===== src/rtl/alt_mem_ddrx_st_mm_pkg.sv =====
// Shared types and sizing helpers for the ST-to-MM converter.
package alt_mem_ddrx_st_mm_pkg;

  typedef enum logic [1:0] {IDLE, WR, RD} state_t;

  function automatic int max_burst(input int size_width);
    return (1 << size_width) - 1;
  endfunction

  function automatic int credit_width(input int depth);
    return $clog2(depth + 1);
  endfunction

endpackage


===== src/rtl/alt_mem_ddrx_st_mm_fifo.sv =====
// Show-ahead FIFO: head word visible while not empty, push-to-visible one cycle.
// Pushes when full and pops when empty are dropped.
module alt_mem_ddrx_st_mm_fifo #(
  parameter int WIDTH = 8,
  parameter int DEPTH = 4
) (
  input  logic             clk,
  input  logic             rst,
  input  logic             push,
  input  logic [WIDTH-1:0] push_data,
  input  logic             pop,
  output logic [WIDTH-1:0] pop_data,
  output logic             full,
  output logic             empty
);

  localparam int AW = (DEPTH > 1) ? $clog2(DEPTH) : 1;

  logic [WIDTH-1:0] mem [DEPTH];
  logic [AW-1:0]    wr_ptr;
  logic [AW-1:0]    rd_ptr;
  logic [AW:0]      count;
  logic             push_ok;
  logic             pop_ok;

  assign full     = (count == (AW+1)'(DEPTH));
  assign empty    = (count == '0);
  assign push_ok  = push & ~full;
  assign pop_ok   = pop & ~empty;
  assign pop_data = mem[rd_ptr];

  always_ff @(posedge clk) begin
    if (push_ok) mem[wr_ptr] <= push_data;
  end

  always_ff @(posedge clk or posedge rst) begin
    if (rst) begin
      wr_ptr <= '0;
      rd_ptr <= '0;
      count  <= '0;
    end else begin
      if (push_ok) wr_ptr <= (wr_ptr == AW'(DEPTH - 1)) ? '0 : wr_ptr + AW'(1);
      if (pop_ok)  rd_ptr <= (rd_ptr == AW'(DEPTH - 1)) ? '0 : rd_ptr + AW'(1);
      case ({push_ok, pop_ok})
        2'b10:   count <= count + (AW+1)'(1);
        2'b01:   count <= count - (AW+1)'(1);
        default: count <= count;
      endcase
    end
  end

endmodule


===== src/rtl/alt_mem_ddrx_st_mm_converter.sv =====
// Avalon-ST command/write/read triple to Avalon-MM burst master; reads gated by buffer credits.
// ALT_MEM_DDRX_ST_MM_RD_ERR_EN: keep avm_response_err per read beat and report it on itf_rd_data_error.
module alt_mem_ddrx_st_mm_converter #(
  parameter int AVL_SIZE_WIDTH = 3,
  parameter int AVL_ADDR_WIDTH = 25,
  parameter int AVL_DATA_WIDTH = 32,
  parameter int LOCAL_ID_WIDTH = 8,
  parameter int MAX_RD_CMD     = 4,
  parameter int RDATA_DEPTH    = 16
) (
  input  logic                        ctl_clk,
  input  logic                        ctl_reset,
  input  logic                        itf_cmd_valid,
  output logic                        itf_cmd_ready,
  input  logic                        itf_cmd,
  input  logic [AVL_ADDR_WIDTH-1:0]   itf_cmd_address,
  input  logic [AVL_SIZE_WIDTH-1:0]   itf_cmd_burstlen,
  input  logic [LOCAL_ID_WIDTH-1:0]   itf_cmd_id,
  input  logic                        itf_cmd_priority,
  input  logic                        itf_cmd_autopercharge,
  input  logic                        itf_cmd_multicast,
  input  logic                        itf_wr_data_valid,
  output logic                        itf_wr_data_ready,
  input  logic [AVL_DATA_WIDTH-1:0]   itf_wr_data,
  input  logic [AVL_DATA_WIDTH/8-1:0] itf_wr_data_byte_en,
  input  logic                        itf_wr_data_begin,
  input  logic                        itf_wr_data_last,
  input  logic [LOCAL_ID_WIDTH-1:0]   itf_wr_data_id,
  input  logic                        itf_rd_data_ready,
  output logic                        itf_rd_data_valid,
  output logic [AVL_DATA_WIDTH-1:0]   itf_rd_data,
  output logic                        itf_rd_data_error,
  output logic                        itf_rd_data_begin,
  output logic                        itf_rd_data_last,
  output logic [LOCAL_ID_WIDTH-1:0]   itf_rd_data_id,
  input  logic                        avm_waitrequest,
  output logic                        avm_read,
  output logic                        avm_write,
  output logic                        avm_burstbegin,
  output logic [AVL_ADDR_WIDTH-1:0]   avm_address,
  output logic [AVL_SIZE_WIDTH-1:0]   avm_burstcount,
  output logic [AVL_DATA_WIDTH-1:0]   avm_writedata,
  output logic [AVL_DATA_WIDTH/8-1:0] avm_byteenable,
  input  logic                        avm_readdatavalid,
  input  logic [AVL_DATA_WIDTH-1:0]   avm_readdata,
  input  logic                        avm_response_err
);
  import alt_mem_ddrx_st_mm_pkg::*;

  localparam int CW = credit_width(RDATA_DEPTH);
  localparam int TW = LOCAL_ID_WIDTH + AVL_SIZE_WIDTH;
`ifdef ALT_MEM_DDRX_ST_MM_RD_ERR_EN
  localparam int FW = AVL_DATA_WIDTH + 1;
`else
  localparam int FW = AVL_DATA_WIDTH;
`endif

  state_t                      state, next_state;
  logic [AVL_ADDR_WIDTH-1:0]   cmd_addr;
  logic [AVL_SIZE_WIDTH-1:0]   cmd_len, beat_cnt, out_cnt, req_len, trk_len;
  logic [LOCAL_ID_WIDTH-1:0]   cmd_id, trk_id;
  logic [CW-1:0]               credits;
  logic [TW-1:0]               trk_head;
  logic [FW-1:0]               fifo_in, fifo_out;
  logic                        accept, wr_beat, rd_issue, rd_pop, rd_last, credit_ok;
  logic                        trk_full, trk_empty, fifo_full, fifo_empty;

  assign req_len   = (itf_cmd_burstlen == '0) ? AVL_SIZE_WIDTH'(1) : itf_cmd_burstlen;
  assign accept    = itf_cmd_valid & itf_cmd_ready;
  assign wr_beat   = avm_write & ~avm_waitrequest;
  assign rd_issue  = avm_read & ~avm_waitrequest;
  assign rd_pop    = itf_rd_data_valid & itf_rd_data_ready;
  assign credit_ok = (credits >= CW'(cmd_len));

  always_ff @(posedge ctl_clk or posedge ctl_reset) begin
    if (ctl_reset) state <= IDLE;
    else           state <= next_state;
  end

  always_comb begin
    next_state = state;
    case (state)
      IDLE:    if (accept) next_state = itf_cmd ? WR : RD;
      WR:      if (wr_beat && beat_cnt == AVL_SIZE_WIDTH'(1)) next_state = IDLE;
      RD:      if (rd_issue) next_state = IDLE;
      default: next_state = IDLE;
    endcase
  end

  always_comb begin
    itf_cmd_ready     = 1'b0;
    itf_wr_data_ready = 1'b0;
    avm_write         = 1'b0;
    avm_read          = 1'b0;
    avm_burstbegin    = 1'b0;
    avm_writedata     = '0;
    avm_byteenable    = '0;
    case (state)
      IDLE: itf_cmd_ready = ~trk_full & ~ctl_reset;
      WR: begin
        avm_write         = itf_wr_data_valid;
        itf_wr_data_ready = ~avm_waitrequest;
        // beat_cnt still equals the burst length until the first beat is taken
        avm_burstbegin    = itf_wr_data_valid & (beat_cnt == cmd_len);
        avm_writedata     = itf_wr_data;
        avm_byteenable    = itf_wr_data_byte_en;
      end
      RD: begin
        avm_read       = credit_ok;
        avm_burstbegin = credit_ok;
      end
      default: ;
    endcase
  end

  assign avm_address    = cmd_addr;
  assign avm_burstcount = cmd_len;

  always_ff @(posedge ctl_clk or posedge ctl_reset) begin
    if (ctl_reset) begin
      cmd_addr <= '0;
      cmd_len  <= '0;
      cmd_id   <= '0;
      beat_cnt <= '0;
      out_cnt  <= '0;
      credits  <= CW'(RDATA_DEPTH);
    end else begin
      if (accept) begin
        cmd_addr <= itf_cmd_address;
        cmd_len  <= req_len;
        cmd_id   <= itf_cmd_id;
        beat_cnt <= req_len;
      end else if (wr_beat) begin
        beat_cnt <= beat_cnt - AVL_SIZE_WIDTH'(1);
      end
      if (rd_pop) out_cnt <= rd_last ? '0 : out_cnt + AVL_SIZE_WIDTH'(1);
      // a whole burst of buffer space is reserved at issue, returned one beat at a time
      credits <= credits - (rd_issue ? CW'(cmd_len) : '0) + (rd_pop ? CW'(1) : '0);
    end
  end

  alt_mem_ddrx_st_mm_fifo #(.WIDTH(TW), .DEPTH(MAX_RD_CMD)) u_tracker (
    .clk(ctl_clk), .rst(ctl_reset),
    .push(rd_issue), .push_data({cmd_id, cmd_len}),
    .pop(rd_pop & rd_last), .pop_data(trk_head),
    .full(trk_full), .empty(trk_empty)
  );

  alt_mem_ddrx_st_mm_fifo #(.WIDTH(FW), .DEPTH(RDATA_DEPTH)) u_rdata (
    .clk(ctl_clk), .rst(ctl_reset),
    .push(avm_readdatavalid), .push_data(fifo_in),
    .pop(rd_pop), .pop_data(fifo_out),
    .full(fifo_full), .empty(fifo_empty)
  );

  assign {trk_id, trk_len}  = trk_head;
  assign rd_last            = (out_cnt + AVL_SIZE_WIDTH'(1) == trk_len);
  assign itf_rd_data_valid  = ~fifo_empty & ~trk_empty;
  assign itf_rd_data        = itf_rd_data_valid ? fifo_out[AVL_DATA_WIDTH-1:0] : '0;
  assign itf_rd_data_begin  = itf_rd_data_valid & (out_cnt == '0);
  assign itf_rd_data_last   = itf_rd_data_valid & rd_last;
  assign itf_rd_data_id     = itf_rd_data_valid ? trk_id : '0;

`ifdef ALT_MEM_DDRX_ST_MM_RD_ERR_EN
  assign fifo_in           = {avm_response_err, avm_readdata};
  assign itf_rd_data_error = itf_rd_data_valid & fifo_out[FW-1];
`else
  logic unused_err;
  assign fifo_in           = avm_readdata;
  assign itf_rd_data_error = 1'b0;
  assign unused_err        = avm_response_err;
`endif

  logic unused_inputs;
  assign unused_inputs = &{1'b0, itf_cmd_priority, itf_cmd_autopercharge, itf_cmd_multicast,
                           itf_wr_data_begin, itf_wr_data_last, itf_wr_data_id, fifo_full};

endmodule


===== config.mk =====
export PLATFORM = sky130hd
export DESIGN_NAME = alt_mem_ddrx_st_mm_converter
export DESIGN_NICKNAME = d
export VERILOG_FILES = /design/src/rtl/alt_mem_ddrx_st_mm_pkg.sv /design/src/rtl/alt_mem_ddrx_st_mm_fifo.sv /design/src/rtl/alt_mem_ddrx_st_mm_converter.sv
export SDC_FILE = /design/constraint.sdc
export NUM_CORES = 1
export LEC_CHECK = 0
export BUFFER_PORTS_ARGS = -buffer_cell sky130_fd_sc_hd__buf_2
export CAP_MARGIN = 20
export CORE_UTILIZATION = 45
export CTS_CLUSTER_DIAMETER = 30
export CTS_CLUSTER_SIZE = 25
export DETAILED_ROUTE_END_ITERATION = 8
export PLACE_DENSITY_LB_ADDON = 0.25
export SLEW_MARGIN = 15
export SYNTH_ARGS = -nofsm -noshare
export SYNTH_HDL_FRONTEND = slang
export SYNTH_SLANG_ARGS = --single-unit

===== constraint.sdc =====
create_clock -name ctl_clk -period 3.5 [get_ports ctl_clk]
set_input_delay 0 -clock ctl_clk [delete_from_list [all_inputs] [get_ports ctl_clk]]
set_output_delay 0 -clock ctl_clk [all_outputs]
set_load 0.01 [all_outputs]

Word-level counts from Yosys, hierarchy flattened
Memory sizes are Yosys's and may differ from the RTL's.
Cells that the tools add are included.
{"block": "classes", "n_eq_ne": 18, "reduce_logical": 10, "n_lt_le_gt_ge": 1, "bitwise": 20, "muxes": 30, "addsub": 12}
{"cell": "$mux W32", "n": 2}
{"cell": "$mux W3", "n": 5}
{"cell": "$and A1 B1 Y1", "n": 14}
{"cell": "$mux W2", "n": 6}
{"cell": "$mux W4", "n": 3}
{"cell": "$eq A2 B2 Y1 const B", "n": 5}
{"cell": "$pmux W5 S2", "n": 1}
{"cell": "$logic_not A3 Y1", "n": 3}
{"cell": "$mux W1", "n": 9}
{"cell": "$add A4 B1 Y4 const B", "n": 2}
{"cell": "$eq A4 B4 Y1 const B", "n": 2}
{"cell": "$mux W8", "n": 1}
{"cell": "$add A3 B1 Y3 const B", "n": 2}
{"cell": "$eq A2 B1 Y1 const B", "n": 3}
{"cell": "$eq A3 B3 Y1", "n": 2}
{"cell": "$ne A2 B2 Y1 const B", "n": 3}
{"cell": "$not A1 Y1", "n": 6}
{"cell": "$pmux W2 S3", "n": 1}
{"cell": "$pmux W3 S2", "n": 1}
{"cell": "$reduce_bool A2 Y1", "n": 3}
{"cell": "$sub A3 B1 Y3 const B", "n": 2}
{"cell": "$add A5 B1 Y5", "n": 1}
{"cell": "$add A5 B1 Y5 const B", "n": 1}
{"cell": "$eq A5 B5 Y1 const B", "n": 1}
{"cell": "other kinds (11)", "n": 12}
{"block": "word_totals", "regBits": 69, "memories": 2, "ram_bits": 556, "in_bits": 126}
{"name": "u_rdata.mem", "depth": 16, "word_bits": 32, "rd": 1, "rd_clocked_by_memory_dff": 0, "wr": 1, "line_no": "alt_mem_ddrx_st_mm_fifo.sv:19", "source": "logic [WIDTH-1:0] mem [DEPTH];"}
{"name": "u_tracker.mem", "depth": 4, "word_bits": 11, "rd": 1, "rd_clocked_by_memory_dff": 0, "wr": 1, "line_no": "alt_mem_ddrx_st_mm_fifo.sv:19"}

Logic depth before layout (Yosys ltp)
{"block": "logic_depth", "ltp_word": 8, "ltp_mapped": 15, "mapped_depth_nobuf": 15}

Hierarchy
From an unflattened synthesis, not the netlist that was laid out.
{"block": "unflattened", "cells_unflattened": 1480, "area_unflattened_um2": 25503.2}
{"mod": "alt_mem_ddrx_st_mm_fifo at u_rdata", "n_inst": 1, "area_each_um2": 20437.1, "cells_per_inst": 1028}
{"mod": "alt_mem_ddrx_st_mm_converter", "n_inst": 1, "area_each_um2": 2986.6, "cells_per_inst": 354}
{"mod": "alt_mem_ddrx_st_mm_fifo at u_tracker", "n_inst": 1, "area_each_um2": 2079.5, "cells_per_inst": 98}

Worst setup path after synthesis
Ideal clock, no wire load.
{"block": "synth_path", "path_type": "reg2reg", "startpoint": "register u_rdata.count[0]", "endpoint": "memory u_rdata.mem[3][0] in the netlist's numbering, enable pin", "path_slack_ns": -0.225, "path_stages_with_launch": 6, "arrival_ns": 3.264, "cell_sequence": "dfrtp_1 > or4_1 > o21a_1 > clkbuf_1 > nand2_1 > nor3_1"}
{"block": "synth_via", "elab_chain_len": 5}
{"element": "start: declaration", "line_no": "alt_mem_ddrx_st_mm_fifo.sv:22", "source": "logic [AW:0] count;"}
{"element": "start signal: assignment", "line_no": "alt_mem_ddrx_st_mm_fifo.sv:45", "source": "2'b10: count <= count + (AW+1)'(1);"}
{"element": "start signal: assignment", "line_no": "alt_mem_ddrx_st_mm_fifo.sv:46", "source": "2'b01: count <= count - (AW+1)'(1);"}
{"element": "start signal: assignment", "line_no": "alt_mem_ddrx_st_mm_fifo.sv:47", "source": "default: count <= count;"}
{"element": "$eq A5 B5 Y1", "line_no": "alt_mem_ddrx_st_mm_fifo.sv:26", "source": "assign full = (count == (AW+1)'(DEPTH));"}
{"element": "$not A1 Y1", "line_no": "alt_mem_ddrx_st_mm_fifo.sv:28", "source": "assign push_ok = push & ~full;"}
{"element": "$and A1 B1 Y1", "line_no": "alt_mem_ddrx_st_mm_fifo.sv:28"}
{"element": "$mux W1", "line_no": "alt_mem_ddrx_st_mm_fifo.sv:33", "source": "if (push_ok) mem[wr_ptr] <= push_data;"}
{"element": "$mux W1 (not written as such)", "line_no": "alt_mem_ddrx_st_mm_fifo.sv:33"}
{"element": "end: declaration", "line_no": "alt_mem_ddrx_st_mm_fifo.sv:19"}
Every way passes these cells.

Worst setup path in the final report
{"block": "layout_path", "startpoint": "register state[1]", "endpoint": "register cmd_len[0] (netlist: avm_burstcount[0])"}
{"block": "layout_via", "elab_chain_len": 3}
{"element": "start: declaration", "line_no": "alt_mem_ddrx_st_mm_converter.sv:58", "source": "state_t state, next_state;"}
{"element": "start signal: assignment", "line_no": "alt_mem_ddrx_st_mm_converter.sv:77", "source": "else state <= next_state;"}
{"element": "$logic_not A2 Y1", "line_no": "alt_mem_ddrx_st_mm_converter.sv:98", "source": "case (state)"}
{"element": "$mux W1", "line_no": "alt_mem_ddrx_st_mm_converter.sv:98"}
{"element": "$and A1 B1 Y1", "line_no": "alt_mem_ddrx_st_mm_converter.sv:69", "source": "assign accept = itf_cmd_valid & itf_cmd_ready;"}
{"element": "end signal: assignment", "line_no": "alt_mem_ddrx_st_mm_converter.sv:130", "source": "cmd_len <= req_len;"}
{"element": "end: declaration", "line_no": "alt_mem_ddrx_st_mm_converter.sv:60", "source": "logic [AVL_SIZE_WIDTH-1:0] cmd_len, beat_cnt, out_cnt, req_len, trk_len;"}
Every way passes these cells.
A chain may end at the register's enable or synchronous reset.

==> run summary <==
Worst-path clk slew -> 0.05 ns
drt drc -> 0
fmax -> 315 MHz
Post-CTS Resized -> 0
fraction of layout cells with a size suffix above 1 -> 36.0%
final hold viol count -> 0
DRT Wirelength -> 57000 um
Top FF cell, synth -> edfxtp_1
area of the die -> 56700 um^2
total gr overflow -> 0
Crit. End Element -> flip-flop
Worst setup SP type -> flip-flop
post-route minimum period -> 3.17 ns
Filler cells -> 3953
first-pass GRT wire length -> 86900 um
Via density -> 5.28
CTS buffer count -> 118
Worst-Skew Late Latency -> 0.66 ns
clk_skew -> 0.0266 ns
largest net degree at the start of global routing -> 71
Synth cell types -> 51
synthesis-stage register bit count -> 625
critical path required time -> 4.03 ns
register area share after synthesis -> 73.5%
Arrival @ worst endpoint -> 3.70 ns
FP Rows -> 86
Via Count -> 13500
initial antenna violation count -> 6
final worst-path cycle share -> 90.6%
top cell type's share of synthesized area -> 66.6%
Syn. warnings -> 0
status -> finished, final reports clean
Synth area leaders -> edfxtp_1 67%, mux4_2 15%, dfrtp_1 6.8%
Post-Syn Nets -> 1438
maxcap violations -> 0
critical-path maximum fanout -> 37
Area Growth Syn to Fin -> 29.9%
pwr/cell area -> 902 nW/um^2
CTS tree -> done
Root Driver -> clkbuf_16
Wirelength per Cell -> 22.3 um
Final Worst Setup Slack -> 0.330 ns
critical-path cell list -> inv_1, ha_1, nand2b_1, a21oi_1, nand2_1, buf_4, nor3_1, dlygate4sd3_1, a21oi_1, dlygate4sd3_1
DR iter-0 viols -> 961
setup TNS -> 0 ns
relative max-transition margin -> 54.7%
gr usage total -> 20.7%
synthesized cell area -> 25100 um^2
CTS H-Tree Depth -> 3
core area -> 55100 um^2
Routed Antenna Nets -> 0
Final Setup Violations -> 0
DP Wirelength -> 30700 um
Final Max Tran Viols -> 0
fin nets -> 1869
clock sink total -> 625
I/O Buffers -> 223
1st-pass router iterations -> 5
vias in the first global route -> 14600
Async SR Flop Fraction -> 11.0%
synthesized area per cell -> 19.7 um^2
DP Worst Slack -> 0.361 ns
max incr delay on CP -> 0.61 ns
Sequential Area -> 18400 um^2
Initial Util -> 45.5%
CP max stage cell -> dlygate4sd3_1
Yosys top cell by area -> edfxtp_1
top-count cell post-synth -> edfxtp_1
Tightest Hold Check Type -> input pin to flip-flop
I/O Pins -> 239
multi-input combinational cell area -> 6310 um^2
hold-fix buffer count after cts -> 114
Post-synth EDFFs -> 556
Worst-Margin Slew -> 0.677 ns
clk buf depth -> 3
GP Congestion -> 0.772
top cells by count, synth -> 556 x edfxtp_1, 169 x mux4_2, 125 x nand2_1, 83 x and2_1, 68 x dfrtp_1
Critical Setup Path Class -> flip-flop to flip-flop
Setup Fix Bufs, Post-CTS -> 0
Max IR drop VDD -> 0.583 mV
die height -> 238 um
unrepaired setup endpoints after global routing -> no
Mapped Cells -> 1275
leak pwr -> 11.9 nW
die width -> 238 um
## worst max-delay path, delay by kind of cell, from the launching register on
family,cells,cell delay (ns)
compound gates,2,0.37
fa+ha+maj,1,0.23
buf+inv,4,1.56
flops,1,0.38
simple gates,3,0.49
## cell type report
cell class / count / share of cell area, %
sequential: 625 / 56.6
multi-input combinational: 549 / 19.4
clock buffer: 137 / 9.63
timing repair buffer: 374 / 8.20
tap: 748 / 2.87
clock inverter: 85 / 2.87
inverter: 38 / 0.453
antenna: 2 / 0.0154
## registers in the layout, indices dropped and copies added, names as in the netlist, 4 cells and up
name            cells
u_rdata.mem       512
cmd_id              8
u_rdata.count       5
u_tracker.mem      44
credits             5
u_rdata.rd_ptr      4
avm_address        25
u_rdata.wr_ptr      4
## power by group
part | internal, mW | total (mW) | switching [mW] | leakage, nW
combinational | 4.08 | 8.16 | 4.08 | 4.05
sequential | 9.23 | 9.92 | 0.691 | 5.86
clock | 7.57 | 11.3 | 3.73 | 1.96
total | 20.9 | 29.4 | 8.50 | 11.9
## layer usage
layer | part of all wire, % | GRT usage [%]
met4 | 1.8 | 6.68
met5 | 0.061 | 0
met1 | 42 | 27.7
met2 | 50 | 34.4
met3 | 6.3 | 3.88
## path summary, 6_finish.rpt
kind	start	end	slack, ns	cells after the start
worst min-delay path	itf_wr_data_valid	beat_cnt[0]$_DFFE_PP0P_	0.13	5
worst max-delay path	state[1]$_DFFE_PP0P_	avm_burstcount[0]$_DFFE_PP0P_	0.33	10
min in group asynchronous	ctl_reset	avm_address[1]$_DFFE_PP0P_	0.51	4
max in group asynchronous	ctl_reset	u_rdata.rd_ptr[1]$_DFFE_PP0P_	1.89	5
worst min register to register	cmd_id[2]$_DFFE_PP0P_	u_tracker.mem[2][5]$_DFFE_PP_	0.51	0
worst max register to register	state[1]$_DFFE_PP0P_	avm_burstcount[0]$_DFFE_PP0P_	0.33	10
## layout by cell type, fill, tap and decap left out, drive strengths merged, types with 2 or more instances in the layout
cell type,count
nand3,5
and2,83
nand4,2
nor2,24
mux2i,7
nor2b,4
edfxtp,556
o21ai,16
fa,3
a21o,6
clkbuf,137
dfrtp,68
nand2,125
a21oi,10
ha,34
nand2b,8
o221ai,2
nand3b,2
diode,2
inv,43
nor3,7
dlygate4sd3,114
mux2,7
buf,260
bufinv,16
clkinv,51
xor2,6
xnor2,13
mux4,169
clkinvlp,13
## logic make-up (layout without fill, tap and decap cells)
family                     after synthesis  count (layout)  synth area share (%)
muxes                                  183             183                  15.8
buffers and inverters                  101             634                  1.88
AOI/OAI and AO/OA                       44              44                  1.13
xor gates and xnor gates                19              19                 0.664
adders and majority gates               37              37                  1.94
DFF                                    625             625                  73.5
other                                    1               3                0.0150
and+or+nand+nor                        265             265                  5.12
## metrics by stage
stage               instances  area [um^2]  utilization [%]  power, mW  hold slack, ns
floorplan                1275        25100                -       15.2          0.0464
global placement         2220        27400             49.7       17.7          0.0408
detailed placement       2220        27400             49.7       17.9          0.0571
CTS                      2556        32600             59.1       29.6          0.0902
global route             2558        32600             59.1       30.7           0.191
finish                   2558        32600             59.1       29.4           0.128
(Power assumes the default switching activity.)
